### src/rtl/fill_sequencer.sv
// fill_sequencer: sequencing controller for the pill-bottling datapath.
// Counts hopper pulses into the current bottle in BCD, closes bottles at the
// latched target, times the bottle-switch window and detects hopper starvation
// and conveyor faults. State code and BCD counters drive the display logic.
// Optional feature: define FILL_SEQ_TOTAL_EN to add the 16-bit total_pills
// output, a saturating binary count of every pill counted since clr.
module fill_sequencer #(
    parameter int TICK_HZ    = 1000,
    parameter int SWITCH_SEC = 2,
    parameter int STARVE_SEC = 5
) (
    input  logic        clk_1khz,
    input  logic        clr,
    input  logic        start,
    input  logic        abort,
    input  logic        ack,
    input  logic [11:0] target_pills,
    input  logic [7:0]  target_bottles,
    input  logic        pill_pulse,
    input  logic        conveyor_ok,
    output logic [2:0]  state,
    output logic [11:0] now_pills,
    output logic [7:0]  now_bottles,
    output logic        hopper_en,
    output logic        conveyor_run,
    output logic [1:0]  err_cause
`ifdef FILL_SEQ_TOTAL_EN
    ,
    output logic [15:0] total_pills
`endif
);

    localparam int STARVE_CYC = STARVE_SEC * TICK_HZ;
    localparam int SWITCH_CYC = SWITCH_SEC * TICK_HZ;
    localparam int MAX_CYC    = (STARVE_CYC > SWITCH_CYC) ? STARVE_CYC : SWITCH_CYC;
    localparam int TW         = (MAX_CYC > 2) ? $clog2(MAX_CYC) : 1;
    // Timers count down to 0 inclusive, so N-1 gives exactly N cycles.
    localparam logic [TW-1:0] STARVE_LOAD = TW'(STARVE_CYC - 1);
    localparam logic [TW-1:0] SWITCH_LOAD = TW'(SWITCH_CYC - 1);

    typedef enum logic [2:0] {
        S_SETTING   = 3'd0,
        S_RUNNING   = 3'd1,
        S_SWITCHING = 3'd2,
        S_DONE      = 3'd3,
        S_ERROR     = 3'd4,
        S_FATAL     = 3'd5
    } state_t;

    state_t        state_reg;
    logic [11:0]   tgt_pills_reg;
    logic [7:0]    tgt_bottles_reg;
    logic [11:0]   pills_reg;
    logic [7:0]    bottles_reg;
    // One timer serves both the starve and the switch windows; they never overlap.
    logic [TW-1:0] timer_reg;
    logic [1:0]    err_cause_reg;

    logic [19:0]   target_digits;
    logic [4:0]    digit_ok;
    logic          start_ok;
    logic [11:0]   pills_next;
    logic [2:0]    pill_cy;
    logic [7:0]    bottles_next;
    logic [1:0]    bottle_cy;
    logic          pill_counted;

    genvar gi;

    // Every target digit must be a legal BCD digit before a start is accepted.
    assign target_digits = {target_bottles, target_pills};
    generate
        for (gi = 0; gi < 5; gi++) begin : g_digit_ok
            assign digit_ok[gi] = (target_digits[4*gi +: 4] <= 4'd9);
        end
    endgenerate
    assign start_ok = (&digit_ok) && (target_pills != 12'd0) && (target_bottles != 8'd0);

    // BCD +1 on the pill counter: ripple carry through digits that read 9.
    assign pill_cy[0] = 1'b1;
    generate
        for (gi = 0; gi < 3; gi++) begin : g_pill_inc
            logic [3:0] d;
            assign d = pills_reg[4*gi +: 4];
            assign pills_next[4*gi +: 4] = !pill_cy[gi] ? d :
                                           ((d == 4'd9) ? 4'd0 : d + 4'd1);
            if (gi < 2) begin : g_cy
                assign pill_cy[gi+1] = pill_cy[gi] && (d == 4'd9);
            end
        end
    endgenerate

    // BCD +1 on the bottle counter.
    assign bottle_cy[0] = 1'b1;
    generate
        for (gi = 0; gi < 2; gi++) begin : g_bottle_inc
            logic [3:0] d;
            assign d = bottles_reg[4*gi +: 4];
            assign bottles_next[4*gi +: 4] = !bottle_cy[gi] ? d :
                                             ((d == 4'd9) ? 4'd0 : d + 4'd1);
            if (gi < 1) begin : g_cy
                assign bottle_cy[gi+1] = bottle_cy[gi] && (d == 4'd9);
            end
        end
    endgenerate

    // A pill counts while RUNNING, or as the recovery pill out of a starve error.
    assign pill_counted = pill_pulse && !abort &&
                          ((state_reg == S_RUNNING) ||
                           ((state_reg == S_ERROR) && (err_cause_reg == 2'b01)));

    // Main sequencer: abort dominates, otherwise per-state counting and timing.
    always_ff @(posedge clk_1khz or posedge clr) begin
        if (clr) begin
            state_reg       <= S_SETTING;
            tgt_pills_reg   <= 12'd0;
            tgt_bottles_reg <= 8'd0;
            pills_reg       <= 12'd0;
            bottles_reg     <= 8'd0;
            timer_reg       <= '0;
            err_cause_reg   <= 2'b00;
        end else if (abort) begin
            state_reg     <= S_FATAL;
            err_cause_reg <= 2'b00;
        end else begin
            case (state_reg)
                S_SETTING: begin
                    if (start && start_ok) begin
                        tgt_pills_reg   <= target_pills;
                        tgt_bottles_reg <= target_bottles;
                        pills_reg       <= 12'd0;
                        bottles_reg     <= 8'd0;
                        timer_reg       <= STARVE_LOAD;
                        state_reg       <= S_RUNNING;
                    end
                end
                S_RUNNING, S_ERROR: begin
                    if (pill_counted) begin
                        err_cause_reg <= 2'b00;
                        timer_reg     <= STARVE_LOAD;
                        if (pills_next == tgt_pills_reg) begin
                            bottles_reg <= bottles_next;
                            if (bottles_next == tgt_bottles_reg) begin
                                pills_reg <= pills_next;
                                state_reg <= S_DONE;
                            end else begin
                                pills_reg <= 12'd0;
                                timer_reg <= SWITCH_LOAD;
                                state_reg <= S_SWITCHING;
                            end
                        end else begin
                            pills_reg <= pills_next;
                            state_reg <= S_RUNNING;
                        end
                    end else if (state_reg == S_RUNNING) begin
                        if (timer_reg == '0) begin
                            err_cause_reg <= 2'b01;
                            state_reg     <= S_ERROR;
                        end else begin
                            timer_reg <= timer_reg - TW'(1);
                        end
                    end else if ((err_cause_reg == 2'b10) && conveyor_ok) begin
                        err_cause_reg <= 2'b00;
                        timer_reg     <= STARVE_LOAD;
                        state_reg     <= S_RUNNING;
                    end
                end
                S_SWITCHING: begin
                    if (timer_reg == '0) begin
                        if (conveyor_ok) begin
                            timer_reg <= STARVE_LOAD;
                            state_reg <= S_RUNNING;
                        end else begin
                            err_cause_reg <= 2'b10;
                            state_reg     <= S_ERROR;
                        end
                    end else begin
                        timer_reg <= timer_reg - TW'(1);
                    end
                end
                S_DONE, S_FATAL: begin
                    if (ack) begin
                        state_reg <= S_SETTING;
                    end
                end
                default: state_reg <= S_SETTING;
            endcase
        end
    end

`ifdef FILL_SEQ_TOTAL_EN
    logic [15:0] total_reg;

    // Lifetime pill count; survives start, saturates instead of wrapping.
    always_ff @(posedge clk_1khz or posedge clr) begin
        if (clr) begin
            total_reg <= 16'd0;
        end else if (pill_counted && (total_reg != 16'hFFFF)) begin
            total_reg <= total_reg + 16'd1;
        end
    end

    assign total_pills = total_reg;
`endif

    assign state        = state_reg;
    assign now_pills    = pills_reg;
    assign now_bottles  = bottles_reg;
    assign err_cause    = err_cause_reg;
    assign hopper_en    = (state_reg == S_RUNNING);
    assign conveyor_run = (state_reg == S_SWITCHING);

endmodule

### config.mk
export PLATFORM = sky130hd
export DESIGN_NAME = fill_sequencer
export DESIGN_NICKNAME = d
export VERILOG_FILES = /design/src/rtl/fill_sequencer.sv
export SDC_FILE = /design/constraint.sdc
export NUM_CORES = 1
export LEC_CHECK = 0
export ABC_AREA = 1
export ABC_CLOCK_PERIOD_IN_PS = 4040
export CORE_MARGIN = 3
export CORE_UTILIZATION = 30
export CTS_CLUSTER_SIZE = 20
export DETAILED_ROUTE_END_ITERATION = 16
export PLACE_DENSITY = 0.47
export SLEW_MARGIN = 20
export SYNTH_ARGS = -nofsm -noshare
export SYNTH_HDL_FRONTEND = slang
export SYNTH_SLANG_ARGS = --single-unit
### constraint.sdc
create_clock -name clk_1khz -period 4.04 [get_ports clk_1khz]
set_clock_uncertainty 0.15 [all_clocks]
set_input_delay 0.606 -clock clk_1khz [delete_from_list [all_inputs] [get_ports clk_1khz]]
set_output_delay 0.606 -clock clk_1khz [all_outputs]
set_load 0.01 [all_outputs]
==> flow_metrics.tcl <==
set metrics [dict create \
    outcome "finished clean" \
    finalWirelength_mm 10.19 \
    cts_resized 0 \
    maxCapViolCount 0 \
    ios 54 \
    multi_input_area_um2 2083 \
    largest_register_ffs 13 \
    slew_headroom 0.6605 \
    design.die.area_um2 14530 \
    vias 3600 \
    place_inst 766 \
    rows 41 \
    final-hold-violation-count 0 \
    period_minus_slack_ns 2.659 \
    stdcell_count 780 \
    hp-class "register to register" \
    place.gp.congestion 0.8343 \
    critical_path_required_ns 3.28 \
    dieWidth_um 120.5 \
    path_max_fanout 6 \
    slew_violations 0 \
    cts_buffers 9 \
    grt_overflow 0 \
    syn_avg_cell_area_um2 7.194 \
    holdBufCountCts 0 \
    ys_ff_latch 58 \
    power.density_nw_per_um2 620.8 \
    ant_nets 0 \
    seq_area_um2 1451 \
    ys_types 42 \
    grt_pass1_vias 3494 \
    crit_path_start_kind "register" \
    netlist_area_um2 3935 \
    n_antenna_cell 0 \
    port_buffers 53 \
    finalNetCount 641 \
    syn_inst 547 \
    insertion_delay_ns 0.33 \
    swShare 0.3903 \
    grt_pass1_wl_mm 17.31 \
    syn_to_final_growth_pct 25.95 \
    fin_util 0.3896 \
    routedWlPerCell_um 13.07 \
    ff2ff_path_depth 15 \
    synth_nets 583 \
    die_h_um 120.5 \
    synth-async-reset-ratio 1.000 \
    grt_max_degree 40 \
    cts.sinks 58 \
    place_hpwl_mm 7.770 \
    hold_path_depth 2 \
    rsz0062_at_grt "no" \
    p_int_mw 1.876 \
    clockBufferDepth 2 \
    irDropWorstVdd_uv 228.5 \
    finalSetupViolations 0 \
    layout_common_cells "nand2_1, inv_1, dfrtp_1" \
    tns_ns 0 \
    power.total_mw 3.077 \
    synth-edff-count 0 \
    end_kind "primary output" \
    p_leak_nw 2.397 \
    tritoncts "built" \
    cts.clk_slew.worst_paths_ns 0.05 \
    coreArea_um2 12720 \
    drcViolationCount 0 \
    dr.first_iter.drc_count 175 \
    clkPwrFrac 0.275 \
    first_pass_iters 4 \
    critPathKind "register to primary output" \
    yosysWarnings 0 \
    fmax_mhz 376.0 \
    hold_ws_ns 0.3698 \
    antenna_found_initial 0 \
    fillers 1368 \
    final_common_cell "nand2_1" \
    seqPwrFrac 0.296 \
    root_buffer "clkbuf_16" \
    via_per_inst 4.615 \
    cts_max_level 3 \
    grt_util_all_layers 0.1489 \
    r2r_setup_slack_ns 1.48 \
    drive_gt1_frac 0.09704 \
    fin_crit_sh 0.6582 \
    crit_arrival_ns 1.90 \
    power_switching_mw 1.201 \
    cts_setup_buffers 0 \
    worst_pin_slew_ns 0.5093 \
    seq_area_frac_synth 0.3688 \
    ys.flop_type "dfrtp_1" \
    floorplan.initialDensity 0.3093 \
    power_frac_comb 0.429 \
]
==> final cells by class <==
cell class                 instances  area share
clock buffer                      12     0.05377
clock inverter                     2     0.01212
inverter                          87     0.06589
multi-input combinational        393      0.4203
sequential                        58      0.2929
tap                              172     0.04342
timing repair buffer              56      0.1116
==> final timing paths <==
path / end / from
min: tgt_pills_reg[1]$_DFFE_PP0P_ / tgt_pills_reg[1]$_DFFE_PP0P_
min in group asynchronous: timer_reg[7]$_DFFE_PP0P_ / clr
max: conveyor_run / state[2]$_DFFE_PP0P_
min reg2reg: tgt_pills_reg[1]$_DFFE_PP0P_ / tgt_pills_reg[1]$_DFFE_PP0P_
max reg2reg: timer_reg[12]$_DFFE_PP0P_ / now_pills[1]$_DFFE_PP0P_
max in group asynchronous: now_pills[8]$_DFFE_PP0P_ / clr
==> critical path, cell delays in order (launching register included) <==
cell	delay [ns]
dfrtp_1	0.45
inv_1	0.10
nand2_2	0.10
nor2_1	0.32
clkdlybuf4s50_1	0.62
==> power groups by stage <==
stage / registers, mW / logic (mW) / clock network [mW]
floorplan: 0.902 / 0.945 / 0
global placement: 0.923 / 1.31 / 0
detailed placement: 0.923 / 1.33 / 0
CTS: 0.914 / 1.33 / 0.868
global route: 0.945 / 1.49 / 0.894
finish: 0.911 / 1.32 / 0.846
==> synth_stat cells, types with 2 or more instances <==
cell type / n / share of area
a21oi_1: 10 / 0.013
a22oi_1: 4 / 0.0076
a32oi_1: 2 / 0.0045
clkbuf_1: 4 / 0.0038
dfrtp_1: 58 / 0.37
ha_1: 9 / 0.029
inv_1: 83 / 0.079
inv_2: 3 / 0.0029
nand2_1: 162 / 0.15
nand2_2: 7 / 0.011
nand2_4: 2 / 0.0057
nand3_1: 40 / 0.051
nand3_2: 3 / 0.0076
nand3_4: 2 / 0.0089
nand3b_1: 7 / 0.013
nand4_1: 15 / 0.024
nor2_1: 46 / 0.044
nor2_2: 3 / 0.0048
nor2_4: 3 / 0.0086
nor3_1: 2 / 0.0025
nor4_1: 4 / 0.0064
o21ai_0: 32 / 0.041
o21ai_1: 9 / 0.011
o22ai_1: 2 / 0.0032
o22ai_2: 10 / 0.032
or2_2: 2 / 0.0032
xnor2_1: 2 / 0.0045
xor2_1: 7 / 0.016
==> through the flow <==
| step | cell area [um^2] | setup WS [ns] |
|---|---|---|
| 5_1_grt | 4956 | 1.262 |
| 2_1_floorplan | 3935 | 1.776 |
| 3_3_place_gp | 4629 | 1.199 |
| 6_report | 4956 | 1.381 |
| 3_5_place_dp | 4629 | 1.228 |
| 4_1_cts | 4956 | 1.358 |
==> logic make-up after synthesis <==
| group | after synthesis | synth area share |
|---|---|---|
| fa+ha+maj | 9 | 0.02862 |
| xor+xnor | 9 | 0.02003 |
| mux | 1 | 0.002861 |
| flops | 58 | 0.3688 |
| buf+inv | 96 | 0.1017 |
| compound gates | 74 | 0.1250 |
| simple gates | 300 | 0.3529 |
==> layer usage <==
layer  wire length, um  GRT usage
met5                 0          0
met4               129    0.04462
met3               360    0.03274
met2              4622     0.2312
met1              5079     0.2078
Note: power is estimated with default switching activity, not from simulation.
